[config.mk]
export PLATFORM = sky130hd
export DESIGN_NAME = cla64_operand_loader
export DESIGN_NICKNAME = d
export VERILOG_FILES = /design/src/rtl/cla64_operand_loader_pkg.sv /design/src/rtl/cla64_operand_loader_word_packer.sv /design/src/rtl/cla64_operand_loader.sv
export SDC_FILE = /design/constraint.sdc
export NUM_CORES = 1
export LEC_CHECK = 0
export ABC_AREA = 1
export CAP_MARGIN = 5
export CORE_ASPECT_RATIO = 0.7
export CORE_MARGIN = 10
export CORE_UTILIZATION = 40
export CTS_CLUSTER_DIAMETER = 50
export DETAILED_ROUTE_END_ITERATION = 8
export PLACE_DENSITY = 0.68
export SYNTH_ARGS = -nofsm -noshare
export SYNTH_HDL_FRONTEND = slang
export SYNTH_SLANG_ARGS = --single-unit
[constraint.sdc]
create_clock -name i_clk -period 5.45 [get_ports i_clk]
set_clock_uncertainty 0.1 [all_clocks]
set_input_delay 0.8175 -clock i_clk [delete_from_list [all_inputs] [get_ports i_clk]]
set_output_delay 0.8175 -clock i_clk [all_outputs]
set_load 0.05 [all_outputs]
[src/rtl/cla64_operand_loader_pkg.sv]
// Shared types and elaboration helpers for the CLA64 operand loader.
// Word-count derivation and width sanity check live here so every user agrees.
package cla64_operand_loader_pkg;

  typedef enum logic [1:0] {
    LOAD_A = 2'd0,
    LOAD_B = 2'd1,
    ISSUE  = 2'd2
  } ld_state_t;

  function automatic int calc_nw(input int op_w, input int word_w);
    return op_w / word_w;
  endfunction

  function automatic int calc_idx_w(input int nw);
    return (nw > 1) ? $clog2(nw) : 1;
  endfunction

  // Operands must split into whole words; a remainder would leave bits never written.
  function automatic bit cfg_ok(input int op_w, input int word_w);
    return (word_w > 0) && (op_w >= word_w) && ((op_w % word_w) == 0);
  endfunction

endpackage

[src/rtl/cla64_operand_loader_word_packer.sv]
// operand_word_packer: writes one WORD_W slice of an OP_W register per enabled cycle.
// Slices not addressed keep their previous contents.
module operand_word_packer
  import cla64_operand_loader_pkg::*;
#(
  parameter int WORD_W = 16,
  parameter int OP_W   = 64,
  parameter int IDX_W  = 2
) (
  input  logic              i_clk,
  input  logic              i_rst,
  input  logic              i_wr_en,
  input  logic [IDX_W-1:0]  i_idx,
  input  logic [WORD_W-1:0] i_word,
  output logic [OP_W-1:0]   o_op
);

  logic [OP_W-1:0] r_op;

  always_ff @(posedge i_clk) begin
    if (!i_rst) begin
      r_op <= '0;
    end else if (i_wr_en) begin
      r_op[int'(i_idx)*WORD_W +: WORD_W] <= i_word;
    end
  end

  assign o_op = r_op;

endmodule

[src/rtl/cla64_operand_loader.sv]
// Assembles two OP_W operands plus carry-in from a WORD_W stream and issues them
// to the CLA adder as one held transaction; counts completed issues.
module cla64_operand_loader
  import cla64_operand_loader_pkg::*;
#(
  parameter int WORD_W = 16,
  parameter int OP_W   = 64,
  parameter int CNT_W  = 16
) (
  input  logic              i_clk,
  input  logic              i_rst,
  input  logic              i_in_valid,
  output logic              o_in_ready,
  input  logic [WORD_W-1:0] i_in_data,
  input  logic              i_in_cin,
  output logic              o_op_valid,
  input  logic              i_op_ready,
  output logic [OP_W-1:0]   o_op_a,
  output logic [OP_W-1:0]   o_op_b,
  output logic              o_op_cin,
  output logic [CNT_W-1:0]  o_issued_cnt
);

  localparam int NW    = calc_nw(OP_W, WORD_W);
  localparam int IDX_W = calc_idx_w(NW);
  localparam logic [IDX_W-1:0] LAST_IDX = IDX_W'(NW - 1);

  if (!cfg_ok(OP_W, WORD_W)) begin : g_cfg_err
    $error("cla64_operand_loader: OP_W must be a whole multiple of WORD_W");
  end

  ld_state_t        r_state;
  logic [IDX_W-1:0] r_idx;
  logic             r_in_ready;
  logic             r_op_valid;
  logic             r_op_cin;
  logic [CNT_W-1:0] r_cnt;

  logic w_accept;
  logic w_wr_a;
  logic w_wr_b;

  assign w_accept = i_in_valid && r_in_ready;
  assign w_wr_a   = w_accept && (r_state == LOAD_A);
  assign w_wr_b   = w_accept && (r_state == LOAD_B);

  always_ff @(posedge i_clk) begin
    if (!i_rst) begin
      r_state    <= LOAD_A;
      r_idx      <= '0;
      r_in_ready <= 1'b0;
      r_op_valid <= 1'b0;
      r_op_cin   <= 1'b0;
      r_cnt      <= '0;
    end else begin
      case (r_state)
        LOAD_A: begin
          r_in_ready <= 1'b1;
          if (w_accept) begin
            if (r_idx == '0) r_op_cin <= i_in_cin;
            if (r_idx == LAST_IDX) begin
              r_state <= LOAD_B;
              r_idx   <= '0;
            end else begin
              r_idx <= r_idx + IDX_W'(1);
            end
          end
        end
        LOAD_B: begin
          r_in_ready <= 1'b1;
          if (w_accept) begin
            if (r_idx == LAST_IDX) begin
              // Drop ready in the same edge so no word of the next transaction slips in.
              r_state    <= ISSUE;
              r_idx      <= '0;
              r_in_ready <= 1'b0;
              r_op_valid <= 1'b1;
            end else begin
              r_idx <= r_idx + IDX_W'(1);
            end
          end
        end
        ISSUE: begin
          if (r_op_valid && i_op_ready) begin
            r_cnt      <= r_cnt + CNT_W'(1);
            r_state    <= LOAD_A;
            r_idx      <= '0;
            r_op_valid <= 1'b0;
            r_in_ready <= 1'b1;
          end
        end
        default: begin
          r_state    <= LOAD_A;
          r_idx      <= '0;
          r_in_ready <= 1'b0;
          r_op_valid <= 1'b0;
        end
      endcase
    end
  end

  operand_word_packer #(
    .WORD_W (WORD_W),
    .OP_W   (OP_W),
    .IDX_W  (IDX_W)
  ) u_pack_a (
    .i_clk   (i_clk),
    .i_rst   (i_rst),
    .i_wr_en (w_wr_a),
    .i_idx   (r_idx),
    .i_word  (i_in_data),
    .o_op    (o_op_a)
  );

  operand_word_packer #(
    .WORD_W (WORD_W),
    .OP_W   (OP_W),
    .IDX_W  (IDX_W)
  ) u_pack_b (
    .i_clk   (i_clk),
    .i_rst   (i_rst),
    .i_wr_en (w_wr_b),
    .i_idx   (r_idx),
    .i_word  (i_in_data),
    .o_op    (o_op_b)
  );

  assign o_in_ready   = r_in_ready;
  assign o_op_valid   = r_op_valid;
  assign o_op_cin     = r_op_cin;
  assign o_issued_cnt = r_cnt;

endmodule

Word level (Yosys, flattened, before mapping):

Index checks and enable logic that the tools add are counted.

* $add $sub $neg: 3
* eq/ne operators: 9
* shifts and indexed selects: 2
* mux-type cells: 19
* bitwise operators: 1
* reductions and logical operators: 12

Operators with widths (number)
* 64-bit bitwise mux: 2
* 16-bit by 33-bit variable shift with 64-bit output (first input constant): 1
* 16-bit by 33-bit variable part select with 64-bit output: 1
* 6-bit negator with 33-bit output: 1
* 16-bit by 1-bit adder with 16-bit output (second input constant): 1
* 2-bit two-way mux: 7
* 1-bit two-way mux: 6
* 2-bit by 1-bit != test with 1-bit output (second input constant): 3
* 2-bit != test (second input constant): 3
* 1-bit one-hot mux with 3 select lines: 2
* 2-bit one-hot mux with 3 select lines: 1
* 5-bit AND reduction: 1
* 2-bit equality test (second input constant): 2
* 1-bit logical AND: 4
* 2-bit logical NOT: 2
* 2-bit one-hot mux with 2 select lines: 1
* 2-bit AND reduction: 2
* 4-bit AND reduction: 1
* 3-bit AND reduction: 1
* 2-bit by 1-bit adder with 2-bit output (second input constant): 1
* 2-bit by 1-bit equality test with 1-bit output (second input constant): 1
* 2-bit OR reduction: 1
* 1-bit inverter: 1

* bits in registers: 151
* input bits: 21
* output and inout bits: 147
* word-level logic and storage cells: 54

Logic depth before layout (Yosys ltp):

* depth in word-level cells: 4
* mapped depth: 10
* depth with buffers taken out: 10

Modules after synthesis:

A second synthesis with hierarchy kept.

* cell total of the unflattened synthesis: 934
* area total of the unflattened synthesis: 6482.5 um^2

Modules (own cells, without submodules)
* operand_word_packer at u_pack_b: times used 1, cells each 379, area each 2662.6 um^2, seq. area each 1281.2 um^2
* operand_word_packer at u_pack_a: times used 1, cells each 378, area each 2656.3 um^2, seq. area each 1281.2 um^2
* cla64_operand_loader: times used 1, cells each 177, area each 1163.6 um^2, seq. area each 460.4 um^2

Least setup slack after synthesis:

No wires, ideal clock.

* kind: input port to flip-flop
* from: input port i_in_valid
* to: register u_pack_a.r_op[54] (netlist: u_pack_a.o_op[54])
* setup time: 0.116 ns
* arrival: 1.625 ns
* required time: 5.234 ns
* setup slack: 3.609 ns
* cell stages on the path: 8
* path buffers: 1
* path through: nand2_1 > inv_2 > nand2_4 > nor2_4 > inv_2 > buf_6 > nor2_1 > nor2_1

* word-level cells in the longest chain between the ends: 2

RTL lines
* start, declared: line cla64_operand_loader.sv:12 `input logic i_in_valid,`
* 1-bit logical AND: line cla64_operand_loader.sv:43 `assign w_accept = i_in_valid && r_in_ready;`
* 1-bit logical AND: line cla64_operand_loader.sv:44 `assign w_wr_a = w_accept && (r_state == LOAD_A);`
* end signal, assigned by index: line cla64_operand_loader_word_packer.sv:24 `r_op[int'(i_idx)*WORD_W +: WORD_W] <= i_word;`
* end, declared: line cla64_operand_loader_word_packer.sv:18 `logic [OP_W-1:0] r_op;`

No other way between the ends.
A chain may end at the register's enable or synchronous reset.

Worst setup path in the final report:

* from: register r_cnt[0] (netlist: o_issued_cnt[0])
* to: output port o_issued_cnt[0]

RTL lines
* start, declared: line cla64_operand_loader.sv:37 `logic [CNT_W-1:0] r_cnt;`
* start signal, assigned: line cla64_operand_loader.sv:85 `r_cnt <= r_cnt + CNT_W'(1);`
* end, declared: line cla64_operand_loader.sv:21 `output logic [CNT_W-1:0] o_issued_cnt`

No word-level cell between the ends.

==> results.tsv <==
metric	value	unit
Final Net Count	1013	
Cells after DPL	1167	
fin util	0.552	
Avg WL per Cell	16.8	um
initial antenna violation count	0	
GR Util All Layers	0.184	
multi-input logic area	0.00274	mm^2
Clock power frac	0.484	
Comb pwr share	0.067	
DRC errors left	0	
# IOs	168	
ANT cells	0	
# resized after CTS	0	
Die Ht	125	um
post-CTS setup buffers	0	
LEAKAGE	3.23	nW
H-tree levels	4	
antenna viol nets, final	0	
crit-path leading delay family	buffers and inverters	
critical path data arrival time	1.69	ns
die width	169	um
GR Overflow Total	0	
fmax	384	MHz
Synth cell types	32	
CORE AREA	0.0154	mm^2
synthesis-stage register bit count	151	
Synth Warn #	0	
fraction of layout cells with a size suffix above 1	0.0661	
clk root buf	clkbuf_16	
final non-filler cell total	1198	
vias	5913	
synthesized net count	871	
worst vdd ir	203	uV
largest net degree at the start of global routing	72	
Pre-antenna DRT Iters	6	
IO buf count	167	
detailed placement HPWL	14700	um
CTS tree	built	
Flop pwr share	0.449	
crit path buf inv count	1	
pre-CTS setup slack	2.71	ns
Max-Slew Margin vs Limit	0.450	
first-pass GRT wire length	31200	um
final-layout fill cell count	1452	
sw frac	0.239	
worst slew pin tran	0.825	ns
area grow syn2layout	36.1	%
fin worst setup slack	2.84	ns
Synth Instances	844	
post-synthesis async set-or-reset flop share	0	
Critical Path RT	4.53	ns
synthesized area per cell	7.40	um^2
Hold Buf Count CTS	0	
Min-Delay Path Class	flip-flop to flip-flop	
register area share after synthesis	0.484	
worst-skew pair later-pin latency	0.42	ns
Sw Pwr	0.000596	W
Tmin final	2.61	ns
final hold viol count	0	
CTS max path bufs	2	
setup tns final	0	ns
Startpoint Class	flip-flop	
area post-placement	0.00790	mm^2
ys flop type	dfxtp_1	
internal power component	0.00190	W
Cell Area, Synth	0.00625	mm^2
crit-path max cell delay	0.85	ns
CP Max Fanout	4	
final wirelength	20100	um
reg2reg setup slack	3.03	ns
status	finished, final reports clean	
routed vias/inst	4.94	
max-cap violations	0	
vias in the first global route	5524	
Initial Util	0.406	
row cnt	38	
fin crit share	0.478	
# clock sinks	151	
slowest CP cell	clkdlybuf4s50_1	
number of synthesized flops with an enable pin	0	
Slew Limit Fails	0	
critical path class	flip-flop to primary output	
GPL Wtd Cong	0.911	
Final setup viols	0	
CP endpoint kind	primary output	
CTS buffer count	17	
unrepaired setup endpoints after global routing	no	
ordered cell list for the critical path	clkdlybuf4s50_1	
Iteration-0 DRC Markers	529	
register area	0.00302	mm^2
area of the die	0.0211	mm^2
pwr/cell area	293	mW/mm^2
finished layout cell area	0.00851	mm^2
Reg clk slew, reported paths	0.06	ns
## registers in the layout, indices dropped and copies added, names as in the netlist
signal         flops
o_in_ready         1
o_op_valid         1
r_state            2
o_issued_cnt      16
r_idx              2
u_pack_b.o_op     64
o_op_cin           1
u_pack_a.o_op     64
## power groups by stage
| stage | clock network, W | logic (W) | registers, W |
|---|---|---|---|
| 6_report | 0.00121 | 0.000167 | 0.00112 |
| 5_1_grt | 0.00127 | 0.000180 | 0.00112 |
| 4_1_cts | 0.00122 | 0.000166 | 0.00112 |
| 3_5_place_dp | 0 | 0.000165 | 0.00114 |
| 3_3_place_gp | 0 | 0.000164 | 0.00114 |
| 2_1_floorplan | 0 | 0.0000826 | 0.00117 |
## Yosys cell counts, types with 3 or more instances
cell type,n,share of area
a21oi_1,92,0.074
buf_2,14,0.011
buf_4,8,0.0096
buf_6,6,0.011
clkbuf_1,15,0.0090
dfxtp_1,151,0.48
ha_1,6,0.012
inv_1,39,0.023
inv_2,10,0.0060
nand2_1,157,0.094
nand2_2,3,0.0030
nand3_1,44,0.035
nand4_1,10,0.010
nor2_1,181,0.11
nor2_2,3,0.0030
nor2_4,5,0.0090
nor2_8,3,0.0096
nor3_1,9,0.0072
o21ai_0,45,0.036
o21ai_1,26,0.021
## path summary, 6_finish.rpt
| check | start | endpoint | depth (start not counted) |
|---|---|---|---|
| setup / recovery | o_issued_cnt[0] | o_issued_cnt[0] | 1 |
| hold reg to reg | u_pack_b.o_op[17] | u_pack_b.o_op[17] | 2 |
| setup reg to reg | r_idx[0] | u_pack_a.o_op[12] | 7 |
| hold / removal | u_pack_b.o_op[17] | u_pack_b.o_op[17] | 2 |
## logic make-up after synthesis
| logic type | Yosys count | synth area share |
|---|---|---|
| and+or+nand+nor | 419 | 0.288 |
| adders and majority gates | 6 | 0.0120 |
| AOI/OAI and AO/OA | 168 | 0.137 |
| xor gates and xnor gates | 1 | 0.00140 |
| DFF | 151 | 0.484 |
| buffers and inverters | 99 | 0.0781 |
## routing by layer
layer  global-route usage  up-vias  wire [um]
met2                0.250      204       8150
met5                    0        -          0
met4               0.0592        0        425
li1                     -     3012          -
met3               0.0703       28       1910
met1                0.258     2669       9630
## final cells by class
type,count,area share
Tap cell,200,0.0294
Sequential cell,151,0.355
Clock buffer,19,0.0532
Timing Repair Buffer,169,0.198
Clock inverter,12,0.0176
Multi-Input combinational cell,594,0.322
Inverter,53,0.0249
## cells in the final DEF, fill, tap and decap left out, types with 3 or more instances in the layout
| cell | count |
|---|---|
| clkinvlp_4 | 3 |
| nor2_4 | 5 |
| nor2_2 | 3 |
| inv_1 | 39 |
| bufinv_16 | 3 |
| clkdlybuf4s50_1 | 166 |
| nand3_1 | 44 |
| clkinv_2 | 4 |
| nor2_1 | 181 |
| inv_2 | 10 |
| o21ai_0 | 45 |
| nand2_2 | 3 |
| inv_6 | 3 |
| ha_1 | 6 |
| nor2_8 | 3 |
| clkbuf_16 | 17 |
| nand2_1 | 157 |
| o21ai_1 | 26 |
| nand4_1 | 10 |
| nor3_1 | 9 |
| dfxtp_1 | 151 |
| a21oi_1 | 92 |
## per-stage QoR
step                power [W]  hold slack, ns
floorplan             0.00125           0.356
global placement      0.00131           0.353
detailed placement    0.00131           0.353
CTS                   0.00250           0.362
global route          0.00257           0.377
finish                0.00249           0.364
Power figures use the tool's default switching activity.
